==> src/rtl/bcd_seg_scan.sv <==
// bcd_seg_scan
//   Scans a sign+BCD word onto a 5-position multiplexed 7-segment display
//   (sign, thousands, hundreds, tens, units). Each digit owns a slot of DIV
//   clocks. The first BLANK_CYC clocks of every slot keep all digits dark to
//   hide ghosting. Leading zeros are blanked. A new value is only taken into
//   the display register at the end of a frame, so no frame ever mixes two
//   values.
//
// Ports
//   clk         system clock
//   rst         synchronous reset, active-high
//   bcd         {sign, thou[3:0], hund[3:0], tens[3:0], units[3:0]}
//   bcd_vld     1-cycle strobe qualifying bcd
//   seg         {dp,g,f,e,d,c,b,a}, dp always off, polarity per SEG_ACT_LOW
//   dig         one-hot digit enable [0]=units .. [4]=sign, polarity per DIG_ACT_LOW
//   frame_done  1-cycle pulse on the last clock of the sign slot
module bcd_seg_scan #(
   parameter int DIV         = 50000,
   parameter int BLANK_CYC   = 4,
   parameter int SEG_ACT_LOW = 1,
   parameter int DIG_ACT_LOW = 1
) (
   input  logic        clk,
   input  logic        rst,
   input  logic [16:0] bcd,
   input  logic        bcd_vld,
   output logic [7:0]  seg,
   output logic [4:0]  dig,
   output logic        frame_done
);

   localparam int             CW        = (DIV > 1) ? $clog2(DIV) : 1;
   localparam logic [CW-1:0]  CNT_LAST  = CW'(DIV - 1);
   localparam logic [CW-1:0]  CNT_BLANK = CW'(BLANK_CYC);
   // XOR masks: an all-zero active-high pattern maps to the inactive level
   localparam logic [7:0]     SEG_MASK  = (SEG_ACT_LOW != 0) ? 8'hFF : 8'h00;
   localparam logic [4:0]     DIG_MASK  = (DIG_ACT_LOW != 0) ? 5'h1F : 5'h00;

   logic [CW-1:0] cnt;
   logic [2:0]    idx;
   logic [16:0]   disp;
   logic [16:0]   pend;
   logic          pend_flag;

   logic          slot_end;
   logic          frame_end;
   logic          thou_z, hund_z, tens_z;
   logic [3:0]    nib;
   logic          show;
   logic          minus;
   logic [6:0]    code;
   logic          lit;
   logic [7:0]    seg_nxt;
   logic [4:0]    dig_nxt;

   assign slot_end  = (cnt == CNT_LAST);
   assign frame_end = slot_end && (idx == 3'd4);

   assign thou_z = (disp[15:12] == 4'h0);
   assign hund_z = (disp[11:8]  == 4'h0);
   assign tens_z = (disp[7:4]   == 4'h0);

   always_comb begin
      nib   = 4'h0;
      show  = 1'b0;
      minus = 1'b0;
      case (idx)
         3'd0: begin nib = disp[3:0];   show = 1'b1; end
         3'd1: begin nib = disp[7:4];   show = !(thou_z && hund_z && tens_z); end
         3'd2: begin nib = disp[11:8];  show = !(thou_z && hund_z); end
         3'd3: begin nib = disp[15:12]; show = !thou_z; end
         3'd4: begin minus = 1'b1;      show = disp[16]; end
         default: ;
      endcase
   end

   always_comb begin
      case (nib)
         4'd0:    code = 7'h3F;
         4'd1:    code = 7'h06;
         4'd2:    code = 7'h5B;
         4'd3:    code = 7'h4F;
         4'd4:    code = 7'h66;
         4'd5:    code = 7'h6D;
         4'd6:    code = 7'h7D;
         4'd7:    code = 7'h07;
         4'd8:    code = 7'h7F;
         4'd9:    code = 7'h6F;
         default: code = 7'h79;   // non-decimal nibble shows 'E'
      endcase
      if (minus) code = 7'h40;
   end

   always_comb begin
      lit     = show && (cnt >= CNT_BLANK);
      seg_nxt = lit ? {1'b0, code} : 8'h00;
      dig_nxt = lit ? (5'b00001 << idx) : 5'b00000;
   end

   always_ff @(posedge clk) begin
      if (rst) begin
         cnt        <= '0;
         idx        <= 3'd0;
         disp       <= '0;
         pend       <= '0;
         pend_flag  <= 1'b0;
         seg        <= SEG_MASK;
         dig        <= DIG_MASK;
         frame_done <= 1'b0;
      end else begin
         if (slot_end) begin
            cnt <= '0;
            idx <= (idx == 3'd4) ? 3'd0 : idx + 3'd1;
         end else begin
            cnt <= cnt + CW'(1);
         end

         // A strobe landing on the swap cycle bypasses pend so it is not
         // deferred by a whole frame.
         if (frame_end) begin
            if (bcd_vld)        disp <= bcd;
            else if (pend_flag) disp <= pend;
            pend_flag <= 1'b0;
         end else if (bcd_vld) begin
            pend      <= bcd;
            pend_flag <= 1'b1;
         end

         seg        <= seg_nxt ^ SEG_MASK;
         dig        <= dig_nxt ^ DIG_MASK;
         frame_done <= frame_end;
      end
   end

endmodule

==> config.mk <==
export PLATFORM = sky130hd
export DESIGN_NAME = bcd_seg_scan
export DESIGN_NICKNAME = d
export VERILOG_FILES = /design/src/rtl/bcd_seg_scan.sv
export SDC_FILE = /design/constraint.sdc
export NUM_CORES = 1
export LEC_CHECK = 0
export ABC_CLOCK_PERIOD_IN_PS = 3500
export CAP_MARGIN = 20
export CORE_ASPECT_RATIO = 1.25
export CORE_MARGIN = 2
export CORE_UTILIZATION = 45
export DETAILED_ROUTE_END_ITERATION = 10
export HOLD_SLACK_MARGIN = 0.05
export PLACE_DENSITY = 0.68
export REMOVE_ABC_BUFFERS = 1
export SYNTH_ARGS = -nofsm -noshare
export SYNTH_HDL_FRONTEND = slang
export SYNTH_SLANG_ARGS = --single-unit
export TNS_END_PERCENT = 50
==> constraint.sdc <==
create_clock -name clk -period 3.5 [get_ports clk]
set_clock_uncertainty 0.15 [all_clocks]
set_input_delay 0.7 -clock clk [delete_from_list [all_inputs] [get_ports clk]]
set_output_delay 0.7 -clock clk [all_outputs]
set_load 0.01 [all_outputs]
# After elaboration in Yosys (flattened, before gate mapping)
# Memory sizes are Yosys's and may differ from the RTL's.
# Cells that the tools add are included.
dict set report totals {
  reg_bits 68
  rom_bits 112
  inputBits 20
  wordCells 46
  mem_count 1
}
dict set report op_classes {
  add_sub_neg 2
  magnitude_cmp 1
  n_eq_ne 5
  shift 1
  mux 9
  bitwise_logic 3
  n_reduce_logical 16
}
# name words word_bits rd rd_ports_with_merged_regs write_ports line
set memory_table {}
lappend memory_table {{(name not given)} 16 7 1 0 0 78} ;# case (nib)
# cell n
set ops {}
lappend ops {{17-bit two-way mux} 2}
lappend ops {{16-bit by 1-bit adder with 16-bit output, second input constant} 1}
lappend ops {{16-bit == test, second input constant} 1}
lappend ops {{16-bit by 3-bit greater-or-equal comparator with 1-bit output, second input constant} 1}
lappend ops {{4-bit case mux with 4 select lines} 1}
lappend ops {{7-bit two-way mux} 2}
lappend ops {{4-bit logical NOT} 3}
lappend ops {{7-bit NOT with 8-bit output} 1}
lappend ops {{3-bit by 2-bit == test with 1-bit output, second input constant} 2}
lappend ops {{5-bit two-way mux} 1}
lappend ops {{5-bit NOT} 1}
lappend ops {{1-bit case mux with 5 select lines} 1}
lappend ops {{1-bit by 3-bit << shifter with 5-bit output, first input constant} 1}
lappend ops {{1-bit logical AND} 4}
lappend ops {{2-bit AND reduction} 2}
lappend ops {{2-bit OR reduction} 2}
lappend ops {{3-bit by 1-bit adder with 3-bit output, second input constant} 1}
lappend ops {{3-bit by 1-bit == test with 1-bit output, second input constant} 1}
lappend ops {{3-bit == test, second input constant} 1}
lappend ops {{1-bit logical NOT} 3}
lappend ops {{3-bit logical NOT} 1}
lappend ops {{3-bit two-way mux} 1}
lappend ops {{2-bit nonzero test} 1}
lappend ops {{1-bit two-way mux} 1}
lappend ops {{1-bit NOT} 1}

# Logic depth before layout (Yosys ltp)
# Gate-level depths: netlist of run 1.
dict set report depth {
  word_depth 8
  ltp_mapped 10
  mapped_depth_nobuf 9
}

# Worst setup path before layout of run 1
# No wires, ideal clock.
dict set report synth_timing {
  path_type {flip-flop to flip-flop}
  startpoint {register idx[0]}
  endpoint {register seg[1]}
  setup_time_ns 0.144
  arrival_time_ns 1.905
  setup_slack_ns 1.301
  path_stages_with_launch 10
  n_path_buf 2
  cell_sequence {dfxtp_1 -> inv_1 -> ha_1 -> clkbuf_1 -> a22o_1 -> a222oi_1 -> buf_2 -> inv_1 -> o21ai_0 -> o2111ai_1}
}
dict set report synth_via {
  elab_chain_len 6
}
# item line
set synth_lines {}
lappend synth_lines {{start, declared} 40} ;# logic [2:0] idx;
lappend synth_lines {{start signal, assigned} 113} ;# idx <= (idx == 3'd4) ? 3'd0 : idx + 3'd1;
lappend synth_lines {{3-bit by 2-bit == test with 1-bit output, or another cell as far along} 67} ;# case (idx)
lappend synth_lines {{4-bit case mux with 4 select lines} 67}
lappend synth_lines {{memory read 16 x 7 bit} -}
lappend synth_lines {{7-bit two-way mux} 91} ;# if (minus) code = 7'h40;
lappend synth_lines {{7-bit two-way mux *} 96} ;# seg_nxt = lit ? {1'b0, code} : 8'h00;
lappend synth_lines {{7-bit NOT with 8-bit output (no source line) *} -}
lappend synth_lines {{end signal, assigned} 129} ;# seg <= seg_nxt ^ SEG_MASK;
lappend synth_lines {{end, declared} 27} ;# output logic [7:0] seg,
# Every way passes the cells marked *; elsewhere a longest branch is shown, timed or not.
# A chain may end at the register's enable or synchronous reset.

# Worst setup path in the final report of run 1
dict set report layout_timing {
  startpoint {register cnt[0]}
  endpoint {register pend[14]}
}
dict set report layout_via {
  elab_chain_len 4
}
# item line
set layout_lines {}
lappend layout_lines {{start, declared} 39} ;# logic [CW-1:0] cnt;
lappend layout_lines {{start signal, assigned} 115} ;# cnt <= cnt + CW'(1);
lappend layout_lines {{16-bit == test} 56} ;# assign slot_end = (cnt == CNT_LAST);
lappend layout_lines {{1-bit logical AND} 57} ;# assign frame_end = slot_end && (idx == 3'd4);
lappend layout_lines {{1-bit NOT (no source line)} -}
lappend layout_lines {{2-bit AND reduction (no source line)} -}
lappend layout_lines {{end signal, assigned} 105} ;# pend <= '0;
lappend layout_lines {{end signal, assigned} 125} ;# pend <= bcd;
lappend layout_lines {{end, declared} 42} ;# logic [16:0] pend;
# No other way between the ends.

==> flow_summary.json, run 1 <==
{
  "hold_viol": 0,
  "seq_area_um2": 1341,
  "rsz0062_at_grt": "false",
  "cap_violations": 0,
  "final_cells": 454,
  "drc": 0,
  "route.vias.total": 2375,
  "crit_arrival_ns": 2.63,
  "syn_inst": 336,
  "power_density_nw_per_um2": 443.6,
  "finalCritPeriodShare_pct": 71.76,
  "ys_seq_area_share_pct": 43.90,
  "run_status": "complete, no violations",
  "whs_ns": 0.3038,
  "fillers": 632,
  "ys_warn_count": 0,
  "cp-start-kind": "register",
  "dp_hpwl_um": 4050,
  "core-area_um2": 6565,
  "viasPerCell": 5.231,
  "fmax_mhz": 398.1,
  "worst_pin_slew_ns": 0.9884,
  "cts_resized": 0,
  "drive_gt1_share_pct": 10.90,
  "worstPathMaxFanout": 17,
  "clk_pin_slew_ns": 0.07,
  "synth-seq-cells": 67,
  "wl_met2_um": 2761,
  "path_class": "reg2reg",
  "finish.utilization_pct": 55.16,
  "cts_tree": "built",
  "dieArea_um2": 7469,
  "die_w_um": 77.70,
  "io_pins": 34,
  "max-vdd-ir-drop_v": 0.0002479,
  "insertedDiodeCount": 0,
  "synthArstFlopShare_pct": 0,
  "ant_nets": 0,
  "numPlacedInstances": 439,
  "multiInputGateArea_um2": 1555,
  "synth.cell_area_um2": 3055,
  "grt_max_degree": 42,
  "antenna_found_initial": 0,
  "ys_types": 44,
  "rows": 33,
  "clk_latency_ns": 0.34,
  "finalSetupTns_ns": 0,
  "grt_pass1_vias": 2093,
  "routed_wl_um": 5853,
  "cp.required_ns": 3.62,
  "htreeDepth": 3,
  "drv_slew": 0,
  "numPortBuffers": 32,
  "min_period_ns": 2.512,
  "cts_buffers": 9,
  "drt-met1-wl_um": 2700,
  "clockBufferDepth": 2,
  "cts_sinks": 67,
  "area_growth_pct": 18.51,
  "grt_pass1_wl_um": 9791,
  "routedWlPerCell_um": 12.89,
  "highest_layer": "met4",
  "slew_headroom_pct": 33.80,
  "initial_core_util_pct": 46.54,
  "finalSetupViolCount": 0,
  "cellLeakagePower_uw": 0.001386,
  "first_pass_iters": 5,
  "die_h_um": 96.13,
  "hold_class": "reg2reg",
  "drtIter0Drc": 84,
  "hold_buffers": 0,
  "cts_setup_buffers": 0,
  "grt_use_total_pct": 16.76,
  "gp_congestion": 0.8276,
  "clockRootBuffer": "clkbuf_8",
  "avgSynthCellArea_um2": 9.094,
  "synth_edf_count": 0,
  "ys.flop_type": "dfxtp_1",
  "end_kind": "register",
  "final_nets": 395,
  "route.met3.wl_um": 254,
  "gr-total-overflow": 0
}
[cell usage after synthesis (all sizes together), types with 7 or more instances]
| library cell | number | area share (%) |
|---|---|---|
| a211oi | 17 | 6.3 |
| a21oi | 23 | 3.8 |
| buf | 10 | 2.5 |
| clkbuf | 10 | 1.2 |
| dfxtp | 67 | 44 |
| ha | 12 | 4.9 |
| inv | 12 | 1.5 |
| mux2i | 19 | 6.2 |
| nand2 | 47 | 5.8 |
| nand3 | 7 | 1.1 |
| nor2 | 41 | 5.3 |
| nor3 | 8 | 1.7 |
| o21ai | 10 | 1.8 |
| xor2 | 8 | 2.3 |
[flip-flops by register name (all words and copies together), names as in the netlist]
name,cells
disp,17
pend,17
cnt,16
seg,7
dig,5
idx,3
frame_done,1
pend_flag,1
[path summary, 6_finish.rpt]
check | to | startpoint | slack [ns] | depth (start not counted)
min reg2reg | pend[4] | pend[4] | 0.30 | 2
max reg2reg | pend[14] | cnt[0] | 0.99 | 6
max | pend[14] | cnt[0] | 0.99 | 6
min | pend[4] | pend[4] | 0.30 | 2
[routing by layer]
metal  global-route usage, %  vias up
li1                        -     1224
met1                   20.95     1088
met2                   26.65       52
met3                   3.940       11
met4                   9.375        0
met5                       0        -
[cell type report]
cell class | count | share of cell area [%]
Inverter | 12 | 1.244
Clock buffer | 11 | 4.181
Multi-Input combinational cell | 237 | 42.95
Tap cell | 87 | 3.006
Clock inverter | 4 | 2.039
Sequential cell | 67 | 37.04
Timing Repair Buffer | 36 | 9.537
[cells by family (layout without fill, tap and decap cells)]
kind of cell	after synthesis	in the layout	share of synthesized area [%]
other	1	1	0.1227
and+or+nand+nor	125	125	19.37
buffers and inverters	32	63	5.201
adders and majority gates	12	12	4.914
muxes	19	19	6.224
DFF	67	67	43.90
xor gates and xnor gates	12	12	3.440
AOI/OAI and AO/OA	68	68	16.83
[cell usage in the layout, fill, tap and decap left out, drive strengths merged, types with 5 or more instances in the layout]
master / synthesis / routed
nor4: 5 / 5
ha: 12 / 12
a211oi: 17 / 17
o21ai: 10 / 10
nor3: 8 / 8
mux2i: 19 / 19
dfxtp: 67 / 67
nand3: 7 / 7
clkbuf: 10 / 11
clkdlybuf4s50: 0 / 31
nor2: 41 / 41
inv: 12 / 12
a21oi: 23 / 23
nand4: 5 / 5
nand2: 47 / 47
buf: 10 / 5
xor2: 8 / 8
[stage by stage]
| stage | worst slack, ns | total power [µW] | instance area, µm² |
|---|---|---|---|
| after CTS | 0.9456 | 1624 | 3621 |
| after global routing | 0.7544 | 1669 | 3621 |
| after floorplan | 0.8601 | 849.1 | 2942 |
| after global placement | 0.9031 | 903.4 | 3396 |
| after detailed placement | 0.8596 | 904.9 | 3396 |
| final | 0.9883 | 1606 | 3621 |
[worst max-delay path: stages, from the launching register on]
cell,delay [ns]
dfxtp_1,0.42
ha_1,0.29
and4_1,0.24
nand4_2,0.34
o21ai_2,0.72
nand2_1,0.11
a21oi_1,0.16
[power breakdown]
part / total, µW / leakage, µW / switching (µW) / internal [µW]
Clock: 720 / 0.000115 / 284 / 436
Sequential: 789 / 0.000545 / 9.45 / 780
Combinational: 97.1 / 0.000726 / 51.1 / 46.0
Power figures use the tool's default switching activity.
==> inputs of run 2 (changes only) <==
- ABC_CLOCK_PERIOD_IN_PS: 3500 -> 2450
- clock period: 3.5 -> 2.45 ns (I/O delays scaled with it)
==> run 2 against run 1 <==
Net effect:
- final cell count is 2.2% higher
- register-to-register slack worse by 0.77 ns
- combinational power is 52% higher
- fmax is 13% higher
- routed wire length is 3.8% higher
- die area stayed put
- global-route usage is 1.2 points higher
- flip-flop and latch count stayed put
- sequential power is 43% higher
- first-iteration DRC count is 69% higher
- critical path type unchanged
==> flow_summary.json, run 2 (synthesized netlist as in run 1, its figures left out) <==
{
  "dp_hpwl_um": 4331,
  "clockRootBuffer": "clkbuf_8",
  "rsz0062_at_grt": "false",
  "numPlacedInstances": 448,
  "fin_ws_ns": 0.2222,
  "finalCritPeriodShare_pct": 90.93,
  "core-area_um2": 6565,
  "reg2reg_slack_ns": 0.22,
  "gp_congestion": 0.8169,
  "route.vias.total": 2375,
  "routed_wl_um": 6076,
  "stdcell_area_um2": 3664,
  "clockBufferDepth": 2,
  "drc": 0,
  "cts_sinks": 67,
  "die_h_um": 96.13,
  "viasPerCell": 5.119,
  "clk_latency_ns": 0.35,
  "finalSetupTns_ns": 0,
  "drv_slew": 0,
  "grt_use_total_pct": 17.97,
  "gr-total-overflow": 0,
  "fmax_mhz": 448.9,
  "area_growth_pct": 19.90,
  "place_area_um2": 3476,
  "grt_pass1_wl_um": 10580,
  "cp.required_ns": 2.56,
  "end_kind": "register",
  "numPortBuffers": 32,
  "mostFrequentLayoutCells": "67 x dfxtp_1, 47 x nand2_1, 38 x nor2_1",
  "final_common_cell": "dfxtp_1",
  "initial_core_util_pct": 46.54,
  "reg.largest.list": "disp: 17 flops, pend: 17 flops, cnt: 16 flops",
  "insertedDiodeCount": 0,
  "cap_violations": 0,
  "hold_class": "in2reg",
  "routedWlPerCell_um": 13.09,
  "hold_buffers": 0,
  "cp-start-kind": "register",
  "place_ws_ns": 0.1453,
  "die_w_um": 77.70,
  "p_total_uw": 2101,
  "path_class": "reg2reg",
  "fillers": 633,
  "drive_gt1_share_pct": 13.00,
  "max-vdd-ir-drop_v": 0.0004159,
  "grt_pass1_vias": 2269,
  "htreeDepth": 3,
  "final_nets": 404,
  "clk_pin_slew_ns": 0.07,
  "run_status": "complete, no violations",
  "drtIter0Drc": 142,
  "crit_arrival_ns": 2.34,
  "cts_tree": "built",
  "hold_viol": 0,
  "cellLeakagePower_uw": 0.001408,
  "min_period_ns": 2.228,
  "cts_buffers": 9,
  "finalSetupViolCount": 0,
  "ant_nets": 0,
  "worstPathMaxFanout": 5,
  "rows": 33,
  "first_pass_iters": 5,
  "grt_max_degree": 36,
  "io_pins": 34,
  "dieArea_um2": 7469,
  "final_cells": 464,
  "antenna_found_initial": 0,
  "power_density_nw_per_um2": 573.6
}
-- run 2: changes by cell type in the layout (fill, tap and decap cells not counted), sizes merged --
cell,before,now
clkinvlp,0,2
buf,5,14
bufinv,2,0
clkbuf,11,12
-- run 2: layer usage --
metal  part of all wire, %  GRT usage (%)  vias up
met3                   4.1          4.221        7
met2                    47          29.81       47
li1                      -              -     1249
met1                    47          21.90     1072
met4                   1.5          8.929        0
met5                     0              0        -
-- run 2: repair_timing --
| action | CTS | global route |
|---|---|---|
| setup buffers | 0 | 0 |
| hold endpoints to repair | 0 | 0 |
| gates resized for setup | 0 | 3 |
| setup endpoints to repair | 0 | 3 |
-- run 2: through the flow --
stage          hold WS (ns)  utilization (%)
2_1_floorplan        0.2796                -
3_3_place_gp         0.2907            52.94
3_5_place_dp         0.2956            52.94
4_1_cts              0.2724            55.69
5_1_grt              0.2972            55.80
6_report             0.2907            55.80
-- run 2: worst max-delay path, stage by stage, from the launching register on --
cell	delay, ns
dfxtp_1	0.38
inv_1	0.08
ha_1	0.25
a222oi_1	0.39
o21ai_1	0.18
inv_1	0.15
ha_1	0.24
nor2_1	0.11
a21oi_1	0.05
o211ai_1	0.16
-- run 2: area by class of cell --
| class | instances | area [µm²] | area share, % |
|---|---|---|---|
| multi-input cells | 237 | 1563 | 42.66 |
| flip-flops and latches | 67 | 1341 | 36.61 |
| well taps | 87 | 108.9 | 2.971 |
| clock inverters | 4 | 25.02 | 0.6831 |
| inverters | 12 | 45.04 | 1.230 |
| clock buffers | 12 | 155.1 | 4.235 |
| repair buffers | 45 | 425.4 | 11.61 |
-- run 2: worst paths after layout --
check        cells after the start     from        to
max                              9   idx[1]    seg[3]
min                              2      rst  disp[14]
max reg2reg                      9   idx[1]    seg[3]
min reg2reg                      2  pend[9]   pend[9]
-- run 2: power by group --
part | internal (µW) | total, µW | switching, µW
registers | 1110 | 1130 | 12.8
logic | 73.3 | 148 | 74.9
clock network | 419 | 827 | 408
==> inputs of run 3 (changes only) <==
- PLACE_DENSITY: 0.68 -> 0.66
==> run 3 against run 2 <==
Net effect:
- largest power group unchanged
- final cell count unchanged
- critical path depth unchanged
- worst hold slack improved by 0.011 ns
- register-to-register slack got worse by 0.02 ns
- sequential power about the same
- die area unchanged
==> flow_summary.json, run 3 (synthesized netlist as in run 1, its figures left out) <==
{
  "cpMostUsedCell": "ha_1",
  "area_growth_pct": 20.43,
  "io_pins": 34,
  "whs_path_depth": 2,
  "crit_arrival_ns": 2.37,
  "hold_viol": 0,
  "routedWlPerCell_um": 13.37,
  "worst_pin_slew_ns": 0.7536,
  "run_status": "complete, no violations",
  "dp_hpwl_um": 4358,
  "clockRootBuffer": "clkbuf_8",
  "initial_core_util_pct": 46.54,
  "place_area_um2": 3496,
  "antenna_found_initial": 0,
  "min_period_ns": 2.252,
  "cpMaxStageDelayCell": "a222oi_1",
  "numPlacedInstances": 449,
  "clk_latency_ns": 0.35,
  "finalSetupTns_ns": 0,
  "finish.utilization_pct": 56.05,
  "end_kind": "register",
  "routed_wl_um": 6204,
  "drv_slew": 0,
  "cp-start-kind": "register",
  "rows": 33,
  "slew_headroom_pct": 49.75,
  "drtIter0Drc": 105,
  "cts_sinks": 67,
  "hold_class": "reg2reg",
  "drc": 0,
  "die_h_um": 96.13,
  "dieArea_um2": 7469,
  "gp_congestion": 0.8848,
  "multiInputGateArea_um2": 1564,
  "insertedDiodeCount": 0,
  "reg2reg_depth": 9,
  "clk_pin_slew_ns": 0.07,
  "route.vias.total": 2396,
  "seq_area_um2": 1341,
  "cts_tree": "built",
  "cap_violations": 0,
  "grt_use_total_pct": 18.46,
  "cellLeakagePower_uw": 0.001418,
  "final_common_cell": "dfxtp_1",
  "cts_setup_buffers": 0,
  "core-area_um2": 6565,
  "mostFrequentLayoutCells": "67 x dfxtp_1, 47 x nand2_1, 38 x nor2_1",
  "numPortBuffers": 32,
  "grt_pass1_wl_um": 10700,
  "grt_pass1_vias": 2305,
  "ant_nets": 0,
  "worst_path_largest_cell_delay_ns": 0.50,
  "fmax_mhz": 444.0,
  "finalSetupViolCount": 0,
  "grt_max_degree": 35,
  "power_density_nw_per_um2": 577.7,
  "cp.required_ns": 2.57,
  "max-vdd-ir-drop_v": 0.0005564,
  "die_w_um": 77.70,
  "reg.largest.list": "disp: 17 flops, pend: 17 flops, cnt: 16 flops",
  "final_cells": 464,
  "clockBufferDepth": 2,
  "fillers": 605,
  "drive_gt1_share_pct": 13.53,
  "path_class": "reg2reg",
  "path_cells": "inv_1 -> ha_1 -> a222oi_1 -> o21ai_2 -> inv_2 -> ha_1 -> nor2_1 -> a21oi_1 -> o211ai_1",
  "first_pass_iters": 4,
  "worstPathMaxFanout": 5,
  "cts_buffers": 9,
  "final_nets": 405,
  "viasPerCell": 5.164,
  "stdcell_area_um2": 3680,
  "htreeDepth": 3,
  "gr-total-overflow": 0,
  "finalCritPeriodShare_pct": 91.94
}
==> run 3: final timing paths <==
| kind | start | to | slack (ns) |
|---|---|---|---|
| worst max-delay path | idx[1] | seg[3] | 0.20 |
| worst min-delay path | pend[10] | pend[10] | 0.30 |
| worst max register to register | idx[1] | seg[3] | 0.20 |
| worst min register to register | pend[10] | pend[10] | 0.30 |
==> run 3: metal layers <==
metal,vias up,share of wire (%),GRT usage (%)
met3,17,3.2,3.471
met2,43,48,29.89
li1,1250,-,-
met1,1086,45,22.39
met4,0,3.8,12.35
met5,-,0,0
==> run 3: area by class of cell <==
class / instances / area share, %
inverter: 12 / 1.224
clock buffer: 12 / 3.672
tap: 87 / 2.958
sequential: 67 / 36.45
clock inverter: 3 / 1.088
multi-input combinational: 237 / 42.50
timing repair buffer: 46 / 12.10
==> run 3: what timing repair did <==
| action | 4_1_cts | 5_1_grt |
|---|---|---|
| hold buffers | 0 | 0 |
| resized for setup | 0 | 7 |
| setup endpoints to repair | 0 | 6 |
==> run 3: worst max-delay path, delay by kind of cell, from the launching register on <==
kind / cells / cell delay (ns)
compound gates: 4 / 0.86
fa+ha+maj: 2 / 0.48
buf+inv: 2 / 0.20
simple gates: 1 / 0.12
flops: 1 / 0.38
==> run 3: report_power, final <==
group	internal (µW)	switching (µW)	leakage, µW	total (µW)
Sequential	1110	12.7	0.000545	1130
Combinational	75.0	76.7	0.000783	152
Clock	462	385	0.0000902	847
==> run 3: through the flow <==
step	hold slack [ns]	worst slack (ns)	power [µW]
CTS	0.3055	0.09876	2160
global route	0.3278	-0.02240	2225
detailed placement	0.2960	0.1519	1305
global placement	0.2910	0.2184	1303
floorplan	0.2796	-0.1899	1213
finish	0.3014	0.1975	2126
